**src/rtl/fir_output_decimator.sv**
```systemverilog
// Integrate-and-dump decimator behind the 5-tap FIR: sums DECIM samples into one result.
// The result goes into a 2-entry output FIFO. Define FIR_DECIM_SAT_EN to saturate results instead of truncating them.
module fir_output_decimator #(
  parameter int IN_W  = 2,
  parameter int DECIM = 4,
  parameter int OUT_W = 4,
  parameter int PH_W  = 2
) (
  input  logic             clk,
  input  logic             rst,
  input  logic [IN_W-1:0]  y_in,
  input  logic             y_valid,
  output logic [OUT_W-1:0] out_data,
  output logic             out_valid,
  input  logic             out_ready,
  output logic             overrun,
  input  logic             ovr_clr,
  output logic [PH_W-1:0]  phase
);

  localparam int FULL_W = IN_W + $clog2(DECIM);
  localparam logic [PH_W-1:0] LAST_PH = PH_W'(DECIM - 1);

  logic [FULL_W-1:0] acc;
  logic [FULL_W-1:0] sum;
  logic [OUT_W-1:0]  result;
  logic [OUT_W-1:0]  slot0;
  logic [OUT_W-1:0]  slot1;
  logic [1:0]        count;
  logic              dump;
  logic              pop;

  assign sum  = acc + FULL_W'(y_in);
  assign dump = y_valid && (phase == LAST_PH);
  assign pop  = out_ready && (count != 2'd0);

  // Reduction to OUT_W happens only on the pushed value; the accumulator itself stays full precision.
  generate
    if (FULL_W > OUT_W) begin : g_narrow
`ifdef FIR_DECIM_SAT_EN
      assign result = (|sum[FULL_W-1:OUT_W]) ? {OUT_W{1'b1}} : sum[OUT_W-1:0];
`else
      assign result = OUT_W'(sum);
`endif
    end else begin : g_wide
      assign result = OUT_W'(sum);
    end
  endgenerate

  always_ff @(posedge clk) begin
    if (rst) begin
      acc   <= '0;
      phase <= '0;
    end else if (y_valid) begin
      if (dump) begin
        acc   <= '0;
        phase <= '0;
      end else begin
        acc   <= sum;
        phase <= phase + PH_W'(1);
      end
    end
  end

  // slot0 is always the head; it is zeroed on the way to empty so out_data reads 0 when nothing is held.
  always_ff @(posedge clk) begin
    if (rst) begin
      count   <= 2'd0;
      slot0   <= '0;
      slot1   <= '0;
      overrun <= 1'b0;
    end else begin
      case (count)
        2'd0: begin
          if (dump) begin
            slot0 <= result;
            count <= 2'd1;
          end
        end
        2'd1: begin
          if (dump && pop) begin
            slot0 <= result;
          end else if (dump) begin
            slot1 <= result;
            count <= 2'd2;
          end else if (pop) begin
            slot0 <= '0;
            count <= 2'd0;
          end
        end
        default: begin
          if (dump && pop) begin
            slot0 <= slot1;
            slot1 <= result;
          end else if (pop) begin
            slot0 <= slot1;
            count <= 2'd1;
          end
        end
      endcase

      if (dump && (count == 2'd2) && !pop) begin
        overrun <= 1'b1;
      end else if (ovr_clr) begin
        overrun <= 1'b0;
      end
    end
  end

  assign out_valid = (count != 2'd0);
  assign out_data  = slot0;

endmodule

```
**config.mk**
```make
export PLATFORM = sky130hd
export DESIGN_NAME = fir_output_decimator
export DESIGN_NICKNAME = d
export VERILOG_FILES = /design/src/rtl/fir_output_decimator.sv
export SDC_FILE = /design/constraint.sdc
export NUM_CORES = 1
export LEC_CHECK = 0
export BUFFER_PORTS_ARGS = -buffer_cell sky130_fd_sc_hd__clkbuf_2
export CELL_PAD_IN_SITES_DETAIL_PLACEMENT = 0
export CELL_PAD_IN_SITES_GLOBAL_PLACEMENT = 1
export CORE_ASPECT_RATIO = 1.25
export CORE_UTILIZATION = 34
export CTS_CLUSTER_SIZE = 25
export DETAILED_ROUTE_END_ITERATION = 8
export GPL_TIMING_DRIVEN = 0
export PLACE_DENSITY_LB_ADDON = 0.1
export SYNTH_ARGS = -nofsm -noshare
export SYNTH_HDL_FRONTEND = slang
export SYNTH_SLANG_ARGS = --single-unit
```
**constraint.sdc**
```tcl
create_clock -name clk -period 1.7 [get_ports clk]
set_input_delay 0.085 -clock clk [delete_from_list [all_inputs] [get_ports clk]]
set_output_delay 0.085 -clock clk [all_outputs]
set_load 0.02 [all_outputs]
```
==> impl_metrics.xml <==
<?xml version="1.0" encoding="UTF-8"?>
<metrics>
  <group name="route">
    <metric name="wl_per_cell" unit="um">11.6</metric>
    <metric name="finalWirelength" unit="mm">1.75</metric>
    <metric name="post_drt_via_cell_ratio" unit="">4.88</metric>
    <metric name="detailroute.via_count" unit="">737</metric>
    <metric name="number_of_drc_violations_after_detailed_routing_iteration_0" unit="">14</metric>
    <metric name="post-route-drc-count" unit="">0</metric>
    <metric name="dr.pass1.iters" unit="">4</metric>
    <metric name="ant_nets" unit="">0</metric>
  </group>
  <group name="placed_design">
    <metric name="place.detailed.instances" unit="">147</metric>
    <metric name="dp.final_hpwl" unit="mm">1.26</metric>
    <metric name="io_buf_count" unit="">13</metric>
    <metric name="gp_congestion" unit="">0.735</metric>
  </group>
  <group name="sta">
    <metric name="finClkSkew" unit="ns">0.0105</metric>
    <metric name="final_min_period_over_clock_period" unit="">0.933</metric>
    <metric name="finalMaxSlewViolations" unit="">0</metric>
    <metric name="timing.setup.tns" unit="ns">0</metric>
    <metric name="setup_repair_after_global_routing_missed_its_margin" unit="">false</metric>
    <metric name="report.final.setup_viol" unit="">0</metric>
    <metric name="max_slew_margin" unit="">0.682</metric>
    <metric name="fmaxAchievable" unit="MHz">631</metric>
    <metric name="worst-slew-pin-transition" unit="ns">0.477</metric>
    <metric name="period_needed" unit="ns">1.59</metric>
    <metric name="timing_hold_violations_final" unit="">0</metric>
  </group>
  <group name="worst_setup_path">
    <metric name="timing.critical_path.arrival" unit="ns">1.76</metric>
    <metric name="cp.required" unit="ns">1.87</metric>
    <metric name="slowest_stage" unit="">sky130_fd_sc_hd__dfxtp_1</metric>
    <metric name="worstPathCellList" unit="">or3b_4 &gt; a21oi_4 &gt; mux2i_1 &gt; nor2_1</metric>
    <metric name="crit_type" unit="">register to register</metric>
    <metric name="rr_worst_depth" unit="">4</metric>
    <metric name="timing.critical_path.to_type" unit="">register</metric>
    <metric name="timing.critical_path.fanout_max" unit="">8</metric>
    <metric name="critical_path.max_stage_delay" unit="ns">0.49</metric>
    <metric name="critPathLaunchType" unit="">register</metric>
  </group>
  <group name="finish">
    <metric name="ff_latch_area" unit="um2">340</metric>
    <metric name="final_cell_mix" unit="">sky130_fd_sc_hd__dfxtp_1 (17), sky130_fd_sc_hd__clkbuf_2 (13), sky130_fd_sc_hd__nor2_1 (11)</metric>
    <metric name="insertedDiodeCount" unit="">0</metric>
    <metric name="multi_input_gate_area" unit="um2">498</metric>
    <metric name="final_common_cell" unit="">sky130_fd_sc_hd__dfxtp_1</metric>
    <metric name="final_net_count" unit="">130</metric>
    <metric name="synth_to_layout_area_growth" unit="%">17.5</metric>
    <metric name="post_route_cells_drive_above_1_share" unit="">0.229</metric>
    <metric name="number_of_filler_instances_in_the_final_layout" unit="">283</metric>
    <metric name="instances_no_fill" unit="">151</metric>
  </group>
  <group name="global_route">
    <metric name="maximum_number_of_pins_on_one_net_before_global_route_repair" unit="">11</metric>
    <metric name="grt_use_total" unit="">0.159</metric>
    <metric name="grt_antenna_before_repair" unit="">0</metric>
    <metric name="overall_overflow_remaining_after_global_route" unit="">0</metric>
    <metric name="global_route_wire_length_before_repair" unit="mm">3.19</metric>
    <metric name="via_count_of_the_first_global_routing_pass" unit="">746</metric>
  </group>
  <group name="logic_synthesis">
    <metric name="postSynthAreaPerCell" unit="um2">8.65</metric>
    <metric name="synthesis.nets" unit="">112</metric>
    <metric name="number_of_synthesized_register_bits" unit="">17</metric>
    <metric name="synthesis.instances" unit="">101</metric>
    <metric name="netlist-cell-type-count" unit="">28</metric>
    <metric name="syn_area" unit="um2">873</metric>
    <metric name="yosysSeqAreaShare" unit="">0.390</metric>
    <metric name="yosysWarnings" unit="">0</metric>
  </group>
  <group name="run_status">
    <metric name="outcome" unit="">finished, final reports clean</metric>
  </group>
  <group name="pwr">
    <metric name="cell_pwr_density" unit="nW/um2">744</metric>
    <metric name="power.static_leakage" unit="nW">0.397</metric>
    <metric name="largest_voltage_drop_on_the_vdd_net" unit="uV">507</metric>
  </group>
  <group name="hold_path">
    <metric name="hold_path.class" unit="">primary input to register</metric>
    <metric name="worst_hold_path.num_cells" unit="">4</metric>
  </group>
  <group name="clock_tree">
    <metric name="clk_transition_reported_paths" unit="ns">0.11</metric>
    <metric name="cts_made_buffers" unit="">3</metric>
    <metric name="hold_buffers" unit="">0</metric>
    <metric name="clock_tree_from_tritoncts" unit="">built</metric>
    <metric name="cts-root-buf" unit="">sky130_fd_sc_hd__clkbuf_4</metric>
    <metric name="clock_network_latency_to_the_later_pin_of_the_worst_skew_pair" unit="ns">0.30</metric>
    <metric name="tritoncts_num_sinks" unit="">17</metric>
    <metric name="cts.htree.levels" unit="">1</metric>
    <metric name="maximum_root_to_sink_buffer_count" unit="">2</metric>
  </group>
  <group name="run">
    <metric name="maxCapViolCount" unit="">0</metric>
  </group>
  <group name="die">
    <metric name="start_util" unit="">0.360</metric>
    <metric name="row_count" unit="">20</metric>
    <metric name="ios" unit="">15</metric>
    <metric name="die_w" unit="um">47.3</metric>
    <metric name="floorplan.die.height" unit="um">58.7</metric>
    <metric name="fp.dieArea" unit="um2">2780</metric>
    <metric name="core-area" unit="um2">2430</metric>
  </group>
</metrics>
-- layout make-up --
cell class              instances  share of cell area
flip-flops and latches         17               0.332
clock inverters                 1             0.00488
repair buffers                 13              0.0634
inverters                      10              0.0366
plain buffers                   4              0.0159
clock buffers                   3              0.0220
multi-input cells              70               0.485
well taps                      33              0.0402
-- per-layer routing --
| layer | part of all wire | global-route usage | up-vias |
|---|---|---|---|
| met2 | 0.48 | 0.250 | 13 |
| li1 | - | - | 381 |
| met4 | 0.0097 | 0.0735 | 0 |
| met3 | 0.029 | 0.0276 | 2 |
| met1 | 0.48 | 0.205 | 341 |
| met5 | 0 | 0 | - |
-- critical path, delay by kind of cell, from the launching register on --
kind             cells  cell delay (ns)
AO/OA/AOI/OAI        1             0.25
AND/OR/NAND/NOR      2             0.49
multiplexers         1             0.23
flip-flops           1             0.49
-- power breakdown --
group	internal, mW	total [mW]	leakage (nW)	switching [mW]
Clock	0.0875	0.224	0.0177	0.136
Sequential	0.411	0.422	0.138	0.0110
Combinational	0.0511	0.118	0.242	0.0667
Total	0.550	0.764	0.397	0.214
-- cell families after synthesis --
kind of cell / Yosys count / synth area share
simple gates: 34 / 0.202
compound gates: 25 / 0.202
flops: 17 / 0.390
buf+inv: 14 / 0.0616
mux: 6 / 0.0688
fa+ha+maj: 4 / 0.0659
xor+xnor: 1 / 0.0100
-- flip-flops by register name, summed over array words and instances, names as in the netlist --
signal	cells
acc	4
slot1	4
out_data	4
count	2
phase	2
overrun	1
-- through the flow --
step | area (um2) | hold slack [ns] | utilization | power [mW] | setup slack [ns]
4_1_cts | 1010 | 0.0555 | 0.415 | 0.771 | 0.0103
2_1_floorplan | 873 | 0.268 | - | 0.509 | 0.183
5_1_grt | 1030 | 0.0774 | 0.423 | 0.813 | 0.0102
3_5_place_dp | 980 | 0.377 | 0.404 | 0.542 | 0.0497
6_report | 1030 | 0.0622 | 0.423 | 0.764 | 0.114
3_3_place_gp | 980 | 0.364 | 0.404 | 0.541 | 0.0664
-- Yosys cell counts --
| cell | instances | area share |
|---|---|---|
| sky130_fd_sc_hd__dfxtp_1 | 17 | 0.39 |
| sky130_fd_sc_hd__nor2_1 | 11 | 0.047 |
| sky130_fd_sc_hd__inv_1 | 10 | 0.043 |
| sky130_fd_sc_hd__a21oi_1 | 8 | 0.046 |
| sky130_fd_sc_hd__nand2_1 | 7 | 0.030 |
| sky130_fd_sc_hd__mux2i_1 | 6 | 0.069 |
| sky130_fd_sc_hd__nand2b_1 | 6 | 0.043 |
| sky130_fd_sc_hd__o21ai_0 | 5 | 0.029 |
| sky130_fd_sc_hd__a221oi_1 | 4 | 0.040 |
| sky130_fd_sc_hd__clkbuf_1 | 3 | 0.013 |
| sky130_fd_sc_hd__ha_1 | 3 | 0.043 |
| sky130_fd_sc_hd__nand3b_1 | 3 | 0.026 |
| sky130_fd_sc_hd__a21o_1 | 2 | 0.017 |
| sky130_fd_sc_hd__nand3_1 | 2 | 0.011 |
| sky130_fd_sc_hd__a211oi_2 | 1 | 0.014 |
| sky130_fd_sc_hd__a21boi_0 | 1 | 0.0086 |
| sky130_fd_sc_hd__a21oi_4 | 1 | 0.019 |
| sky130_fd_sc_hd__a311oi_1 | 1 | 0.010 |
| sky130_fd_sc_hd__buf_2 | 1 | 0.0057 |
| sky130_fd_sc_hd__fa_1 | 1 | 0.023 |
| sky130_fd_sc_hd__nor3_1 | 1 | 0.0057 |
| sky130_fd_sc_hd__nor4b_1 | 1 | 0.010 |
| sky130_fd_sc_hd__o21a_1 | 1 | 0.0086 |
| sky130_fd_sc_hd__o2bb2ai_1 | 1 | 0.010 |
| sky130_fd_sc_hd__or2_2 | 1 | 0.0072 |
| sky130_fd_sc_hd__or2b_1 | 1 | 0.0086 |
| sky130_fd_sc_hd__or3b_4 | 1 | 0.013 |
| sky130_fd_sc_hd__xnor2_1 | 1 | 0.010 |
-- final timing paths --
path	from	slack (ns)	end
setup / recovery	count[0]	0.11	slot1[3]
hold / removal	ovr_clr	0.06	overrun
setup reg to reg	count[0]	0.11	slot1[3]
hold reg to reg	out_data[3]	0.47	out_data[3]
-- what timing repair did --
item | CTS | global route
resized for setup | 0 | 5
setup buffers | 0 | 0
endpoints found under the setup margin | 0 | 8
Power figures use the tool's default switching activity.
